<file path="src/rtl/uart_rx_pkg.sv">
`default_nettype none
// +--------------------------------------------------------------------+
// | uart_rx_pkg: shared states, prescale constants and parity encodings  |
// | Rev 1.0                                                              |
// +--------------------------------------------------------------------+
package uart_rx_pkg;

  typedef enum logic [2:0] {
    ST_IDLE   = 3'd0,
    ST_START  = 3'd1,
    ST_DATA   = 3'd2,
    ST_PARITY = 3'd3,
    ST_STOP   = 3'd4
  } rx_state_t;

  localparam int unsigned PRESCALE_8       = 8;
  localparam int unsigned PRESCALE_16      = 16;
  localparam int unsigned PRESCALE_32      = 32;
  localparam int unsigned PRESCALE_DEFAULT = PRESCALE_8;

  localparam logic PAR_EVEN = 1'b0;
  localparam logic PAR_ODD  = 1'b1;

  function automatic int unsigned legal_prescale(input int unsigned p);
    if (p == PRESCALE_8 || p == PRESCALE_16 || p == PRESCALE_32) begin
      return p;
    end
    return PRESCALE_DEFAULT;
  endfunction

endpackage
`default_nettype wire

</file>
<file path="src/rtl/uart_rx_bit_sampler.sv">
`default_nettype none
// +--------------------------------------------------------------------+
// | uart_rx_bit_sampler: per-bit tick counter and 3-point majority vote  |
// | Rev 1.0                                                              |
// +--------------------------------------------------------------------+
module uart_rx_bit_sampler #(
  parameter int PRESCALE_W = 6
) (
  input  logic                  clk,
  input  logic                  rst,
  input  logic                  clear,
  input  logic                  rx_in,
  input  logic [PRESCALE_W-1:0] prescale,
  output logic                  sampled_bit,
  output logic                  bit_end
);

  logic [PRESCALE_W-1:0] r_edge_cnt;
  logic [1:0]            r_early;
  logic                  r_sampled;

  logic [PRESCALE_W-1:0] w_half;
  logic [PRESCALE_W-1:0] w_last;
  logic                  w_majority;

  assign w_half     = prescale >> 1;
  assign w_last     = prescale - PRESCALE_W'(1);
  assign w_majority = (r_early[0] & r_early[1]) | (r_early[0] & rx_in) | (r_early[1] & rx_in);

  always_ff @(posedge clk or posedge rst) begin
    if (rst) begin
      r_edge_cnt <= '0;
      r_early    <= '0;
      r_sampled  <= 1'b0;
    end else if (clear) begin
      r_edge_cnt <= '0;
    end else begin
      r_edge_cnt <= (r_edge_cnt == w_last) ? '0 : r_edge_cnt + PRESCALE_W'(1);
      if (r_edge_cnt == w_half - PRESCALE_W'(2)) r_early[0] <= rx_in;
      if (r_edge_cnt == w_half - PRESCALE_W'(1)) r_early[1] <= rx_in;
      // Third sample is taken live so the vote is registered by P/2+1
      if (r_edge_cnt == w_half) r_sampled <= w_majority;
    end
  end

  assign sampled_bit = r_sampled;
  assign bit_end     = !clear && (r_edge_cnt == w_last);

endmodule
`default_nettype wire

</file>
<file path="src/rtl/uart_rx_frame_core.sv">
`default_nettype none
// +--------------------------------------------------------------------+
// | uart_rx_frame_core: UART frame FSM, deserialiser and error checks    |
// | Rev 1.0                                                              |
// +--------------------------------------------------------------------+
module uart_rx_frame_core
  import uart_rx_pkg::*;
#(
  parameter int DATA_WIDTH = 8,
  parameter int PRESCALE_W = 6
) (
  input  logic                  CLK,
  input  logic                  RST,
  input  logic                  RX_IN,
  input  logic [PRESCALE_W-1:0] PRESCALE,
  input  logic                  PAR_EN,
  input  logic                  PAR_TYP,
  output logic [DATA_WIDTH-1:0] P_DATA,
  output logic                  DATA_VALID,
  output logic                  PAR_ERR,
  output logic                  STP_ERR
);

  localparam int BIT_CNT_W = (DATA_WIDTH > 1) ? $clog2(DATA_WIDTH) : 1;
  localparam logic [BIT_CNT_W-1:0] c_last_bit = BIT_CNT_W'(DATA_WIDTH - 1);

  rx_state_t r_state, w_next;

  logic [PRESCALE_W-1:0] r_prescale;
  logic                  r_par_en;
  logic                  r_par_typ;
  logic [BIT_CNT_W-1:0]  r_bit_cnt;
  logic [DATA_WIDTH-1:0] r_shift;
  logic                  r_frame_bad;
  logic [DATA_WIDTH-1:0] r_p_data;
  logic                  r_data_valid;
  logic                  r_par_err;
  logic                  r_stp_err;

  logic                  w_idle;
  logic                  w_start_det;
  logic                  w_sampled;
  logic                  w_bit_end;
  logic                  w_par_expected;
  logic [PRESCALE_W-1:0] w_prescale_legal;

  assign w_idle           = (r_state == ST_IDLE);
  assign w_start_det      = w_idle && !RX_IN;
  assign w_prescale_legal = PRESCALE_W'(legal_prescale(32'(PRESCALE)));
  assign w_par_expected   = (^r_shift) ^ (r_par_typ == PAR_ODD);

  uart_rx_bit_sampler #(
    .PRESCALE_W (PRESCALE_W)
  ) u_sampler (
    .clk         (CLK),
    .rst         (RST),
    .clear       (w_idle),
    .rx_in       (RX_IN),
    .prescale    (r_prescale),
    .sampled_bit (w_sampled),
    .bit_end     (w_bit_end)
  );

  always_ff @(posedge CLK or posedge RST) begin
    if (RST) r_state <= ST_IDLE;
    else     r_state <= w_next;
  end

  always_comb begin
    w_next = r_state;
    case (r_state)
      ST_IDLE:   if (!RX_IN) w_next = ST_START;
      ST_START:  if (w_bit_end) w_next = w_sampled ? ST_IDLE : ST_DATA;
      ST_DATA:   if (w_bit_end && r_bit_cnt == c_last_bit) w_next = r_par_en ? ST_PARITY : ST_STOP;
      ST_PARITY: if (w_bit_end) w_next = ST_STOP;
      ST_STOP:   if (w_bit_end) w_next = ST_IDLE;
      default:   w_next = ST_IDLE;
    endcase
  end

  always_ff @(posedge CLK or posedge RST) begin
    if (RST) begin
      r_prescale   <= PRESCALE_W'(PRESCALE_DEFAULT);
      r_par_en     <= 1'b0;
      r_par_typ    <= PAR_EVEN;
      r_bit_cnt    <= '0;
      r_shift      <= '0;
      r_frame_bad  <= 1'b0;
      r_p_data     <= '0;
      r_data_valid <= 1'b0;
      r_par_err    <= 1'b0;
      r_stp_err    <= 1'b0;
    end else begin
      r_data_valid <= 1'b0;
      r_par_err    <= 1'b0;
      r_stp_err    <= 1'b0;
      // Configuration is frozen for the whole frame
      if (w_start_det) begin
        r_prescale  <= w_prescale_legal;
        r_par_en    <= PAR_EN;
        r_par_typ   <= PAR_TYP;
        r_frame_bad <= 1'b0;
      end
      if (w_bit_end) begin
        case (r_state)
          ST_START: r_bit_cnt <= '0;
          ST_DATA: begin
            r_shift   <= {w_sampled, r_shift[DATA_WIDTH-1:1]};
            r_bit_cnt <= r_bit_cnt + BIT_CNT_W'(1);
          end
          ST_PARITY: begin
            if (w_sampled != w_par_expected) begin
              r_par_err   <= 1'b1;
              r_frame_bad <= 1'b1;
            end
          end
          ST_STOP: begin
            if (!w_sampled) begin
              r_stp_err <= 1'b1;
            end else if (!r_frame_bad) begin
              r_p_data     <= r_shift;
              r_data_valid <= 1'b1;
            end
            r_frame_bad <= 1'b0;
          end
          default: ;
        endcase
      end
    end
  end

  assign P_DATA     = r_p_data;
  assign DATA_VALID = r_data_valid;
  assign PAR_ERR    = r_par_err;
  assign STP_ERR    = r_stp_err;

endmodule
`default_nettype wire

</file>
<file path="config.mk">
export PLATFORM = sky130hd
export DESIGN_NAME = uart_rx_frame_core
export DESIGN_NICKNAME = d
export VERILOG_FILES = /design/src/rtl/uart_rx_pkg.sv /design/src/rtl/uart_rx_bit_sampler.sv /design/src/rtl/uart_rx_frame_core.sv
export SDC_FILE = /design/constraint.sdc
export NUM_CORES = 1
export LEC_CHECK = 0
export CAP_MARGIN = 20
export CORE_MARGIN = 3
export CORE_UTILIZATION = 50
export DETAILED_ROUTE_END_ITERATION = 6
export PLACE_DENSITY = 0.7
export SLEW_MARGIN = 20
export SYNTH_ARGS = -nofsm -noshare
export SYNTH_HDL_FRONTEND = slang
export SYNTH_SLANG_ARGS = --single-unit
</file>
<file path="constraint.sdc">
create_clock -name CLK -period 2.91 [get_ports CLK]
set_clock_uncertainty 0.2 [all_clocks]
set_input_delay 0.7275 -clock CLK [delete_from_list [all_inputs] [get_ports CLK]]
set_output_delay 0.7275 -clock CLK [all_outputs]
set_load 0.01 [all_outputs]
</file>
==> results of run 1 <==
## power groups by stage
stage               Clock (mW)  Combinational [mW]  Sequential (mW)
finish                   0.378               0.934            0.879
global route             0.417                1.04            0.906
CTS                      0.385               0.940            0.880
detailed placement           0               0.935            0.892
global placement             0               0.912            0.889
floorplan                    0               0.869            0.801
## layout by cell type (no fill, tap or decap), types with 2 or more instances in the layout
cell / count
xnor2_1: 15
clkdlybuf4s50_1: 21
mux2_2: 18
ha_1: 8
buf_4: 6
inv_1: 8
xor2_1: 14
nand2b_1: 5
nand4_1: 2
o21ai_0: 3
nor3b_1: 2
or4_1: 2
nor4_4: 2
nor2_1: 15
a21o_1: 2
and2_1: 2
a211o_1: 2
clkbuf_8: 5
nand2_1: 12
dfrtp_1: 42
nor3_1: 14
o41ai_1: 3
nor4_1: 2
o211ai_1: 2
nor2b_1: 2
o31ai_1: 4
nand3_1: 10
a21oi_1: 5
## cells by family (layout without fill, tap and decap cells)
group | count (synthesis) | in the layout | share of synthesized area (%)
compound gates | 31 | 31 | 10.5
xor+xnor | 30 | 30 | 11.3
fa+ha+maj | 8 | 8 | 4.10
buf+inv | 20 | 45 | 5.03
flops | 43 | 43 | 44.2
mux | 18 | 18 | 8.31
simple gates | 74 | 74 | 16.6
## critical path, stage by stage, from the launching register on
cell and delay (ns):
dfrtp_1 0.42, inv_1 0.16, ha_1 0.21, a21boi_4 0.21
xnor2_1 0.18, o2111ai_4 0.27, nor4_4 0.31, buf_4 0.21
mux2_2 0.34
## cell type report
cell class / instances / area (µm²) / share of cell area (%)
clock inverters: 2 / 12.5 / 0.448
well taps: 65 / 81.3 / 2.91
flip-flops and latches: 43 / 1080 / 38.6
multi-input cells: 161 / 1240 / 44.4
repair buffers: 28 / 275 / 9.86
clock buffers: 6 / 72.6 / 2.60
inverters: 9 / 33.8 / 1.21
## routing by layer
metal  wire (µm)  part of all wire (%)  up-vias  GRT usage (%)
met5           0                     0        -              0
met4          51                   1.1        0           4.85
met3         238                   5.2        6           5.15
met2        2230                    48       39           29.5
met1        2100                    45      825           25.1
li1            -                     -      848              -
## state kept, by name (all words and copies together) (netlist names)
| register | cells |
|---|---|
| u_sampler.r_edge_cnt | 6 |
| DATA_VALID | 1 |
| r_state | 3 |
| r_shift | 8 |
| u_sampler.sampled_bit | 1 |
| PAR_ERR | 1 |
| STP_ERR | 1 |
| r_par_typ | 1 |
| u_sampler.r_early | 2 |
| r_prescale | 6 |
| r_frame_bad | 1 |
| r_bit_cnt | 3 |
| r_par_en | 1 |
| P_DATA | 8 |
## metrics by stage
step           power (mW)  hold slack (ns)  worst slack (ns)  cells  util (%)
3_3_place_gp         1.80            0.288             0.362    306      59.7
3_5_place_dp         1.83            0.296             0.273    306      59.7
5_1_grt              2.36            0.324            0.0889    314      61.6
4_1_cts              2.20            0.315             0.270    314      61.6
2_1_floorplan        1.67            0.267             0.392    224         -
6_report             2.19            0.312             0.281    314      61.6
## worst max-delay path by stage
| stage | from | end | slack [ns] | cells after the start |
|---|---|---|---|---|
| floorplan | r_prescale[2] | r_shift[0] | 0.39 | 8 |
| global placement | r_prescale[2] | P_DATA[2] | 0.36 | 8 |
| detailed placement | r_prescale[2] | P_DATA[1] | 0.27 | 8 |
| CTS | r_prescale[2] | P_DATA[1] | 0.27 | 8 |
| global route | r_prescale[2] | P_DATA[7] | 0.09 | 8 |
| finish | r_prescale[2] | P_DATA[1] | 0.28 | 8 |
==> key figures, run 1 <==
Status
  • Status: complete, no violations

Critical path
  • RR Endpoint: P_DATA[1]
  • FF-to-FF Start: r_prescale[2]
  • Critical path required time: 2.89 ns
  • Crit path DAT: between 2 and 3 ns
  • Reg-to-reg slack, setup: 0.28 ns
  • Crit path max fanout: 11
  • Setup CP Type: flip-flop to flip-flop
  • Critical Path Start Type: flip-flop
  • FF-to-FF path depth: 8
  • Crit end category: flip-flop

Cells and area
  • Fin area: approximately 2800 µm²
  • P&R area growth vs syn: 14.5%
  • # nets final: roughly 270
  • Number of diodes: 0
  • FILL cells: roughly 370
  • Layout cells sized above 1: roughly 16%

Timing
  • Period utilization: roughly nine tenths
  • Unrepaired setup endpoints after global routing: false
  • Final setup fails: 0
  • Slew margin rel.: 63.9%
  • Setup TNS: 0 ns
  • Slew at the pin closest to its max-slew limit: about 0.54 ns
  • Max Freq: 0.380 GHz
  • Endpoints failing hold: 0
  • Post-layout min period: about 2.6 ns
  • Slew Viols, Final: 0

Pwr
  • Max IR drop VDD: between 0.4 and 0.5 mV
  • Sequential share of power: around 40%
  • Combinational share of power: between 40% and 50%
  • Clock share of power: 17.2%
  • Pwr dens: ~780 nW/µm²
  • Sw frac: 40.6%
  • Leakage power: between 1 and 1.5 nW
  • Switching Power: 0.889 mW
  • Internal: about 1.3 mW

Min path
  • Hold Startpoint: u_sampler.r_early[0]
  • Hold Crit Depth: 1
  • HP Class: flip-flop to flip-flop
  • Hold EP: u_sampler.r_early[0]

Floorplan
  • Row count: 24
  • Die Span X: 75.8 µm
  • Die ar.: 5750 µm²
  • Core Region: between 4000 and 5000 µm²
  • Initial Utilization: a little over half
  • Die Span Y: 75.8 µm
  • I/O pin total: 22

Global route
  • Largest net degree at the start of global routing: 32
  • Global-route wire length before repair: ~8000 µm
  • GRT overflow: 0
  • Total GRT Usage: between 15 and 20%
  • Vias in the first global route: 1677
  • Antenna violations before repair: 0

Detailed routing
  • # DRC: 0
  • DRT Pass-1 Iters: 4
  • Iteration-0 DRC Markers: between 100 and 150
  • Routed via count: roughly 1700
  • Avg WL per Cell: roughly 15 µm
  • ANT nets after route: 0
  • Overall routed net length: 4620 µm
  • Avg Vias per Cell: 5.47

Synthesis
  • Post-synth top cells: dfrtp_1 (42), mux2_2 (18), nor2_1 (15), xnor2_1 (15)
  • Synth async-reset ratio: between 90% and 100%
  • Register bit total from synthesis: 43
  • Synthesized instance count: 224
  • Warnings from Yosys: 0
  • Sequential fraction of the synthesis area: 44.2%
  • Dominant cells by area after synthesis: dfrtp_1 (43%), mux2_2 (8.3%), xnor2_1 (5.4%), xor2_1 (5.0%), ha_1 (4.1%)
  • Syn avg cell area: roughly 11 µm²
  • Post-synthesis net count: between 200 and 250
  • Synth top area share: between 40% and 50%
  • Most instantiated library cell after synthesis: dfrtp_1
  • Top_reg_cell synth: dfrtp_1
  • Post-synth EDFFs: 0
  • Mapped Area: around 2400 µm²
  • Synth area leader: dfrtp_1
  • Netlist cell types: 46

Placed design
  • DP Area: 2710 µm²
  • HPWL Detailed: 3540 µm
  • RePlAce Congestion: around 0.88
  • Input/output buffers: 21

Run
  • Max_cap viols: 0

CTS
  • CTS sink count: between 40 and 50
  • Number of gates resized after cts: 0
  • Htree depth: 2
  • Hold-fix buffers, CTS: 0
  • Total CTS buffers: 5
  • CTS tree: yes
  • Postcts setup bufs: 0
  • Max clock buf depth: 2
  • Worst skew pair latency: roughly 0.30 ns
  • Reg clk slew, reported paths: about 0.080 ns
  • Clock root cell: clkbuf_8
Note: power is estimated with default switching activity, not from simulation.
==> run 2, diff against run 1 <==
- SLEW_MARGIN: 20 -> not set
==> results of run 2 <==
No change in the layout: final DEF, timing and power equal those of run 1.
